==> src/rtl/ryu_action_ctrl.sv <==
// ryu_action_ctrl: frame-stepped move/jump/punch controller for the Ryu sprite
module ryu_action_ctrl #(
  parameter int X_INIT       = 100,
  parameter int GROUND_Y     = 300,
  parameter int X_MIN        = 0,
  parameter int X_MAX        = 560,
  parameter int WALK_STEP    = 2,
  parameter int JUMP_V0      = 12,
  parameter int GRAVITY      = 1,
  parameter int PUNCH_FRAMES = 8
) (
  input  logic       vga_clk,
  input  logic       Reset,
  input  logic       frame_tick,
  input  logic       key_left,
  input  logic       key_right,
  input  logic       key_up,
  input  logic       key_down,
  input  logic       key_punch,
  output logic [9:0] RyuX,
  output logic [9:0] RyuY,
  output logic [2:0] sprite,
  output logic       busy
);
  typedef enum logic [2:0] {STAND, WALK_L, WALK_R, CROUCH, PUNCH, JUMP} state_t;
  state_t state, state_nxt, free_state;
  logic signed [5:0] vy, vy_nxt, j_vy;
  logic [3:0] cnt, cnt_nxt;
  logic [1:0] drift, drift_nxt, j_dr, mv;
  logic armed, is_free, eval, entering_jump, jumping, land;
  logic [9:0] x_left, x_right, x_nxt, y_nxt, j_y;
  logic [2:0] sprite_nxt;
  logic signed [10:0] xl, xr, yd;
  assign xl = $signed({1'b0, RyuX}) - $signed(11'(WALK_STEP));
  assign xr = $signed({1'b0, RyuX}) + $signed(11'(WALK_STEP));
  assign x_left  = xl < $signed(11'(X_MIN)) ? 10'(X_MIN) : xl[9:0];
  assign x_right = xr > $signed(11'(X_MAX)) ? 10'(X_MAX) : xr[9:0];
  // Punch exit re-evaluates free transitions, but never re-enters punch itself
  always_comb begin
    is_free = state == STAND || state == WALK_L || state == WALK_R || state == CROUCH;
    eval = is_free || (state == PUNCH && cnt == 4'd0);
    free_state = (armed && is_free && key_punch) ? PUNCH :
                 key_up ? JUMP :
                 key_down ? CROUCH :
                 (key_left ^ key_right) ? (key_left ? WALK_L : WALK_R) : STAND;
    entering_jump = eval && free_state == JUMP;
    jumping = entering_jump || state == JUMP;
    j_y  = entering_jump ? 10'(GROUND_Y) : RyuY;
    j_vy = entering_jump ? 6'(JUMP_V0) : vy;
    j_dr = entering_jump ? {key_left & ~key_right, key_right & ~key_left} : drift;
    yd = $signed({1'b0, j_y}) - $signed({{5{j_vy[5]}}, j_vy});
    land = state == JUMP && yd >= $signed(11'(GROUND_Y));
    state_nxt = eval ? free_state : state == JUMP ? (land ? STAND : JUMP) : PUNCH;
  end
  // Entry tick already performs the first airborne step
  always_comb begin
    mv = jumping ? j_dr : {state_nxt == WALK_L, state_nxt == WALK_R};
    x_nxt = mv[1] ? x_left : mv[0] ? x_right : RyuX;
    y_nxt = (jumping && !land) ? yd[9:0] : 10'(GROUND_Y);
    vy_nxt = jumping && !land ? j_vy - 6'(GRAVITY) : 6'sd0;
    drift_nxt = jumping && !land ? j_dr : 2'b00;
    cnt_nxt = (eval && free_state == PUNCH) ? 4'(PUNCH_FRAMES - 1) :
              (state == PUNCH && cnt != 4'd0) ? cnt - 4'd1 : 4'd0;
  end
  always_comb begin
    sprite_nxt = state_nxt == PUNCH  ? 3'd1 :
                 state_nxt == JUMP   ? 3'd2 :
                 state_nxt == CROUCH ? 3'd3 :
                 state_nxt == WALK_L ? 3'd4 :
                 state_nxt == WALK_R ? 3'd5 : 3'd0;
    busy = state == PUNCH || state == JUMP;
  end
  always_ff @(posedge vga_clk) begin
    if (Reset) begin
      state  <= STAND;
      RyuX   <= 10'(X_INIT);
      RyuY   <= 10'(GROUND_Y);
      sprite <= 3'd0;
      vy     <= 6'sd0;
      cnt    <= 4'd0;
      drift  <= 2'b00;
    end else if (frame_tick) begin
      state  <= state_nxt;
      RyuX   <= x_nxt;
      RyuY   <= y_nxt;
      sprite <= sprite_nxt;
      vy     <= vy_nxt;
      cnt    <= cnt_nxt;
      drift  <= drift_nxt;
    end
  end
  always_ff @(posedge vga_clk) begin
    if (Reset || !key_punch) armed <= 1'b1;
    else if (frame_tick && eval && free_state == PUNCH) armed <= 1'b0;
  end
endmodule

==> config.mk <==
export PLATFORM = sky130hd
export DESIGN_NAME = ryu_action_ctrl
export DESIGN_NICKNAME = d
export VERILOG_FILES = /design/src/rtl/ryu_action_ctrl.sv
export SDC_FILE = /design/constraint.sdc
export NUM_CORES = 1
export LEC_CHECK = 0
export ABC_AREA = 1
export BUFFER_PORTS_ARGS = -buffer_cell sky130_fd_sc_hd__buf_2
export CAP_MARGIN = 10
export CELL_PAD_IN_SITES_DETAIL_PLACEMENT = 1
export CELL_PAD_IN_SITES_GLOBAL_PLACEMENT = 2
export CORE_MARGIN = 2
export CORE_UTILIZATION = 35
export CTS_BUF_LIST = sky130_fd_sc_hd__clkbuf_8
export CTS_CLUSTER_DIAMETER = 100
export DETAILED_ROUTE_END_ITERATION = 16
export PLACE_DENSITY = 0.95
export REMOVE_ABC_BUFFERS = 1
export SETUP_SLACK_MARGIN = 0.2
export SYNTH_ARGS = -nofsm -noshare
export SYNTH_HDL_FRONTEND = slang
export SYNTH_SLANG_ARGS = --single-unit
==> constraint.sdc <==
create_clock -name vga_clk -period 7 [get_ports vga_clk]
set_input_delay 1.4 -clock vga_clk [delete_from_list [all_inputs] [get_ports vga_clk]]
set_output_delay 1.4 -clock vga_clk [all_outputs]
set_load 0.05 [all_outputs]
# Word level (Yosys, flattened, before mapping)
# Cells that the tools add are included.
# word_totals
ff_bits	39
in_bits	8
out_inout_bits	24
# op_classes
addsub	5
magnitude_cmp	3
n_eq_ne	12
n_mux	26
bitwise	5
n_reduce_logical	24
# op_table
operator	n
two-way mux 10 bit	6
two-way mux 3 bit	10
equality test 3 bit, second input constant	6
equality test 3 x 2 -> 1 bit, second input constant	4
two-way mux 2 bit	6
two-way mux 6 bit	2
adder 10 x 2 -> 11 bit, second input constant	1
greater-or-equal comparator 11 x 10 -> 1 bit, second input constant	1
greater-than comparator 11 bit, second input constant	1
< comparator 11 x 1 -> 1 bit, second input constant	1
subtractor 10 x 2 -> 11 bit, second input constant	1
subtractor 11 x 6 -> 11 bit	1
logical AND 1 bit	10
two-way mux 4 bit	2
logical OR 1 bit	7
equality test 3 x 1 -> 1 bit, second input constant	2
subtractor 6 x 2 -> 6 bit, second input constant	1
logical NOT 4 bit	1
nonzero test 4 bit	1
subtractor 4 x 1 -> 4 bit, second input constant	1
logical NOT 3 bit	1
bitwise AND 1 bit	2
logical NOT 1 bit	2
NOT 1 bit	2
other kinds (3)	3

# Longest topological paths before layout
# Gate-level depths: netlist of run 1.
# depth
depth_word	22
mapped_depth	34
depth_no_buf	32

# Worst setup path after synthesis of run 1
# Ideal clock, no wire load.
# synth_path
kind	input-to-reg
start	in key_punch
end	reg RyuX[9]
setup_time_ns	0.114
arrival_time_ns	4.488
required_ns	6.886
slack_ns	2.398
stages	27
path_buffers	2
cell_sequence	nand2_1 -> nor2_1 -> nor2_1 -> nand2_4 -> buf_2 -> inv_1 -> or2_2 -> ha_1 -> nand2_1 -> o21ai_0 -> inv_1 -> o21ai_1 -> nand2_1 -> nand2_1 -> nand3_1 -> nand2_1 -> xor2_2 -> nand2_1 -> nand2_1 -> nand2_2 -> nand2_4 -> nand3_4 -> nand3_2 -> nand2_4 -> buf_6 -> nor2_1 -> nor2_2
# synth_via
elab_chain_len	15
elab_cells_between_ends	20
classes_between	1 x add/sub; 1 x order compare; 3 x eq/ne; 9 x mux; 6 x reduce/logical
# synth_lines
element	line	text
start: declaration	19	input logic key_punch,
logical AND 1 bit *	42	free_state = (armed && is_free && key_punch) ? PUNCH :
two-way mux 3 bit *	42	
equality test 3 bit	46	entering_jump = eval && free_state == JUMP;
logical AND 1 bit	46	
two-way mux 10 bit / two-way mux 6 bit (equally long branches)	48, 49	
subtractor 11 x 6 -> 11 bit	51	yd = $signed({1'b0, j_y}) - $signed({{5{j_vy[5]}}, j_vy});
greater-or-equal comparator 11 x 10 -> 1 bit	52	land = state == JUMP && yd >= $signed(11'(GROUND_Y));
logical AND 1 bit	52	
two-way mux 3 bit (3 in a row)	53	state_nxt = eval ? free_state : state == JUMP ? (land ? STAND : JUMP) : PUNCH;
equality test 3 x 2 -> 1 bit / equality test 3 x 1 -> 1 bit (equally long branches)	57	mv = jumping ? j_dr : {state_nxt == WALK_L, state_nxt == WALK_R};
two-way mux 2 bit *	57	
nonzero test 2 bit (no source line)	--	
AND reduction 2 bit (no source line)	--	
end signal: assignment	76	RyuX <= 10'(X_INIT);
end signal: assignment	84	RyuX <= x_nxt;
end: declaration	20	output logic [9:0] RyuX,
# Mark *: on every way between the ends. The rest lies on a longest branch, timed or not.
# A chain may end at the register's enable or synchronous reset.

# Final worst setup path of run 1
# layout_path
start	in key_punch
end	reg RyuX[6]
# The elaborated chain is that of the path after synthesis.

==> results.tsv, run 1 <==
metric	value	unit
critPathLaunchType	input pin	
synthArstFlopShare	0	%
routedWlPerCell	14.2	um
slew_headroom	60.1	%
timing.rr.start	cnt[0]	
syn_to_final_growth	11.9	%
reg2reg_slack	2.66	ns
crit_path_end_kind	flip-flop	
timing.hold.ws	0.467	ns
finalHoldViolations	0	
crit_top_cell	nand2_1	
grt_pass1_vias	3027	
ys_ff_latch	38	
layout.nets	510	
cp_max_fo	17	
cts_tree	built	
post-route-period-util	71.9	%
synth_top_area_share	26.0	%
slew_viol_final	0	
stdcell_area	0.00328	sq mm
vias	3007	
powerDensity	234	mW/mm^2
synth_top_cell_by_area	dfxtp_1	
drive_gt1_share	13.8	%
ctsResizeCount	0	
drt-initial-drc-count	53	
synth_cells	468	
cts_hold_buf	0	
fillCellCount	1137	
wl	8.44	mm
viasPerCell	5.05	
drtPass1Iterations	4	
root_buffer	clkbuf_8	
yosysMostFrequentCell	nand2_1	
ys_seq_area_share	26.0	%
grt_usage	19.6	%
cts_buffer_depth	2	
synth_edf_count	0	
irDropWorstVdd	0.0000828	V
drv_cap	0	
critPathArrivalTime	5.27	ns
multi_input_area	0.00187	sq mm
fin_crit	5.04	ns
endpoint	RyuX[6]	
critPathKind	in -> reg	
post-dp-hpwl	6.54	mm
dpl_cell_area	0.00314	sq mm
rsz0062_at_grt	no	
seq_area	761	sq um
grt_pass1_wl	14.1	mm
r2r_cells	27	
crit_slowest_cell	ha_1	
antenna_cells	0	
cp.required	7.24	ns
cts_sinks	38	
synth.distinct_cells	41	
die_y	95.5	um
io_buffers	30	
start_util	35.8	%
status	finished, final reports clean	
die_w	95.5	um
grt_max_degree	30	
drc	0	
gp_congestion	0.851	
setup_viol_count_final	0	
skew	0.00665	ns
setup.worst_path.start	key_punch	
synth_top_cells_by_count	nand2_1 (131), inv_1 (55), nor2_1 (50)	
coreArea	0.00818	sq mm
die_area	0.00912	sq mm
synth.area.top_cells	dfxtp_1 (26%), nand2_1 (17%), nand3_1 (7.2%)	
fin_setup_tns	0	ns
grt-ovfl-total	0	
clk-insertion-delay-late	0.30	ns
power.leakage	1.63	nW
cts_setup_buffers	0	
reg2reg_to	RyuX[6]	
ys_warn_count	0	
synth_flop_cell	dfxtp_1	
slowest_delay	0.35	ns
worstHoldPathType	reg -> reg	
synth_area_per_cell	6.26	sq um
rows	33	
tightest_slew	0.598	ns
drtAntennaViolNets	0	
max_freq	199	MHz
cts_max_level	2	
cts.clk_slew.worst_paths	0.09	ns
ios	32	
numCtsBuffers	5	
syn_area	0.00293	sq mm
antenna_found_initial	0	
[layer usage]
metal / wire [um] / track usage, %
met1: 3800 / 23.3
met3: 180 / 2.69
met2: 4400 / 37.4
met4: 53 / 3.69
met5: 0 / 0
[how the worst min path moves through the flow]
stage / startpoint / to / slack (ns) / cells past startpoint
2_1_floorplan: vy[0] / vy[0] / 0.44 / 2
3_3_place_gp: sprite[0] / sprite[0] / 0.45 / 2
3_5_place_dp: sprite[0] / sprite[0] / 0.46 / 2
4_1_cts: sprite[0] / sprite[0] / 0.47 / 2
5_1_grt: sprite[0] / sprite[0] / 0.50 / 2
6_report: sprite[0] / sprite[0] / 0.47 / 2
[worst max-delay path: cells and delay by family]
| family | cells | cell delay [ns] |
|---|---|---|
| xor gates and xnor gates | 1 | 0.20 |
| AOI/OAI and AO/OA | 2 | 0.46 |
| adders and majority gates | 1 | 0.35 |
| and+or+nand+nor | 20 | 2.46 |
| buffers and inverters | 3 | 0.38 |
[through the flow]
| stage | worst slack [ns] | cells | total power, mW | util (%) |
|---|---|---|---|---|
| finish | 1.96 | 596 | 0.769 | 40.1 |
| global route | 1.49 | 596 | 0.822 | 40.1 |
| CTS | 1.94 | 596 | 0.777 | 40.1 |
| detailed placement | 1.74 | 588 | 0.533 | 38.4 |
| global placement | 1.84 | 588 | 0.526 | 38.4 |
| floorplan | 2.53 | 452 | 0.464 | - |
[report_power, final]
group          internal (mW)  switching [mW]
logic                 0.0850           0.192
registers              0.233          0.0189
clock network          0.152          0.0877
[registers in the layout (all words and copies together) (netlist names)]
register  count
cnt           4
sprite        3
state         3
drift         2
armed         1
RyuX          9
vy            6
RyuY         10
[layout by cell type, fill, tap and decap left out, types with 2 or more instances in the layout]
cell type / count
nand2_2: 5
nor2_2: 3
or2_2: 3
xor2_1: 12
nand3_2: 5
o21ai_0: 20
buf_2: 30
nand4_1: 6
clkbuf_8: 6
nor3_1: 4
nand2_1: 131
nand2_4: 5
nand3b_1: 3
dfxtp_1: 38
xnor2_1: 5
inv_2: 3
ha_1: 11
nor2_1: 50
bufinv_16: 2
a31oi_1: 2
nand3_1: 42
a221oi_1: 3
inv_1: 55
a21oi_1: 31
[area by class of cell]
type	instances	share of cell area, %
Sequential cell	38	23.2
Clock buffer	6	2.52
Multi-Input combinational cell	355	56.9
Timing Repair Buffer	31	4.81
Clock inverter	2	1.83
Tap cell	105	4.01
Inverter	59	6.75
[logic make-up (layout without fill, tap and decap cells)]
family / count (synthesis) / in the layout / share of synthesized area [%]
AND/OR/NAND/NOR: 261 / 261 / 40.3
other: 1 / 1 / 0.128
buffers and inverters: 75 / 98 / 10.4
XOR/XNOR: 18 / 18 / 5.64
flip-flops: 38 / 38 / 26.0
AO/OA/AOI/OAI: 63 / 63 / 12.2
adder cells (fa/ha/maj): 12 / 12 / 5.38
(Power assumes the default switching activity.)
==> inputs of run 2 (changes only) <==
--- a/config.mk
+++ b/config.mk
@@ -11,11 +11,11 @@
 export CELL_PAD_IN_SITES_DETAIL_PLACEMENT = 1
 export CELL_PAD_IN_SITES_GLOBAL_PLACEMENT = 2
 export CORE_MARGIN = 2
-export CORE_UTILIZATION = 35
+export CORE_UTILIZATION = 33
 export CTS_BUF_LIST = sky130_fd_sc_hd__clkbuf_8
 export CTS_CLUSTER_DIAMETER = 100
 export DETAILED_ROUTE_END_ITERATION = 16
-export PLACE_DENSITY = 0.95
+export PLACE_DENSITY = 0.94
 export REMOVE_ABC_BUFFERS = 1
 export SETUP_SLACK_MARGIN = 0.2
 export SYNTH_ARGS = -nofsm -noshare
==> constraint.sdc (replaced) <==
create_clock -name vga_clk -period 4.8 [get_ports vga_clk]
set_input_delay 0.96 -clock vga_clk [delete_from_list [all_inputs] [get_ports vga_clk]]
set_output_delay 0.96 -clock vga_clk [all_outputs]
set_load 0.05 [all_outputs]
==> run 2 against run 1 <==
Effect of this change: sequential power rose by 46%; global-route usage fell by 1.4 points; largest power group unchanged; power rose by 39%; critical path depth rose by 1; highest routed layer unchanged; clock-buffer cell count did not move; critical endpoint unchanged.
==> results.tsv, run 2 (synthesis gave the netlist of run 1 again) <==
metric	value	unit
crit_slowest_cell	ha_1	
finalHoldViolations	0	
dpl_cell_area	0.00314	sq mm
largest_reg_flops	10	
cp.required	4.96	ns
r2r_cells	28	
status	finished, final reports clean	
slowest_delay	0.35	ns
final_cell_mix	nand2_1 (131), inv_1 (54), nor2_1 (48)	
power.leakage	1.62	nW
grt_max_degree	30	
grt.busiest_layer	met2	
fin_util	37.8	%
stdcell_area	0.00328	sq mm
cp_max_fo	11	
grt_usage	18.2	%
critPathKind	in -> reg	
slew_viol_final	0	
clk-insertion-delay-late	0.30	ns
post-route-period-util	87.6	%
p_comb_share	38.4	%
vias	2982	
clock_power_share	27.2	%
grt_pass1_vias	3110	
cts_max_level	2	
hold_depth	2	
tightest_slew	0.958	ns
skew	0.00766	ns
numCtsBuffers	5	
powerDensity	325	mW/mm^2
grt-ovfl-total	0	
drt-initial-drc-count	89	
root_buffer	clkbuf_8	
layout.nets	512	
drtPass1Iterations	4	
io_buffers	30	
setup_viol_count_final	0	
critPathArrivalTime	4.36	ns
use_met3	2.58	%
die_y	98.2	um
antenna_found_initial	0	
drtAntennaViolNets	0	
antenna_cells	0	
hp-start	sprite[1]	
hold-path-endpoint	sprite[1]	
final_common_cell	nand2_1	
rsz0062_at_grt	no	
fin_crit	4.21	ns
p_seq_share	34.5	%
routedWlPerCell	14.1	um
worstHoldPathType	reg -> reg	
max_freq	238	MHz
cts_sinks	38	
rows	34	
gp_congestion	0.818	
die_w	98.2	um
p_sw_share	40.6	%
fillCellCount	1190	
ios	32	
timing.rr.start	cnt[0]	
post-dp-hpwl	6.49	mm
cts_tree	built	
slew_headroom	36.0	%
wl	8.46	mm
reg2reg_to	RyuX[6]	
coreArea	0.00868	sq mm
drc	0	
max_flop_register	RyuY	
cts_hold_buf	0	
fin_setup_tns	0	ns
p_total	1.07	mW
die_area	0.00965	sq mm
worst_slack	0.593	ns
gr-usage-met1	23.5	%
use_met2	33.0	%
reg2reg_slack	0.83	ns
drive_gt1_share	14.6	%
internal_power	0.633	mW
crit_top_cell	nand2_1	
grt_pass1_wl	14.7	mm
syn_to_final_growth	12.0	%
p_switching	0.432	mW
drv_cap	0	
critPathLaunchType	input pin	
pre_cts_ws	0.0912	ns
top_regs	RyuY: 10 flops, RyuX: 9 flops, vy: 6 flops	
cts.clk_slew.worst_paths	0.08	ns
start_util	33.8	%
crit_path_end_kind	flip-flop	
cts_buffer_depth	2	
viasPerCell	4.97	
irDropWorstVdd	0.000130	V
==> run 2: cell count changes in the layout (fill, tap and decap cells not counted), sizes merged <==
cell	change
inv	-1
clkinvlp	+1
bufinv	-1
buf	+2
==> run 2: worst max path at each step <==
stage	start	to
6_report	key_punch	RyuX[6]
5_1_grt	key_punch	RyuX[6]
4_1_cts	key_punch	RyuX[6]
3_5_place_dp	key_punch	RyuX[2]
3_3_place_gp	key_punch	RyuX[2]
2_1_floorplan	key_punch	RyuX[2]
==> run 2: layer usage <==
| metal | up-vias | wire (um) |
|---|---|---|
| met5 | - | 0 |
| met4 | 0 | 61 |
| met3 | 6 | 193 |
| met2 | 31 | 4300 |
| met1 | 1411 | 3900 |
| li1 | 1534 | - |
==> run 2: layout make-up <==
type,instances,area (sq um),area share [%]
multi-input combinational,355,1880,57.1
sequential,38,761,23.2
inverter,59,225,6.86
timing repair buffer,33,173,5.26
tap,108,135,4.12
clock buffer,6,82.6,2.52
clock inverter,1,30.0,0.915
==> run 2: worst max-delay path: cells and delay by family <==
| family | cells | cell delay, ns |
|---|---|---|
| XOR/XNOR | 1 | 0.19 |
| AND/OR/NAND/NOR | 20 | 2.20 |
| AO/OA/AOI/OAI | 2 | 0.29 |
| adder cells (fa/ha/maj) | 1 | 0.35 |
| buffers and inverters | 4 | 0.36 |
==> run 2: metrics by stage <==
| step | instances | hold WS (ns) |
|---|---|---|
| finish | 600 | 0.474 |
| global route | 600 | 0.494 |
| CTS | 598 | 0.471 |
| detailed placement | 591 | 0.457 |
| global placement | 591 | 0.451 |
| floorplan | 452 | 0.439 |
==> run 2: timing repair <==
action	CTS	global route
buffers inserted	0	2
setup endpoints to repair	0	15
gates resized for setup	0	5
==> run 2: power by group through the flow <==
| stage | sequential (mW) | clock, mW | combinational (mW) |
|---|---|---|---|
| 4_1_cts | 0.367 | 0.299 | 0.406 |
| 3_5_place_dp | 0.375 | 0 | 0.403 |
| 5_1_grt | 0.372 | 0.311 | 0.462 |
| 3_3_place_gp | 0.373 | 0 | 0.393 |
| 6_report | 0.367 | 0.290 | 0.409 |
| 2_1_floorplan | 0.420 | 0 | 0.257 |
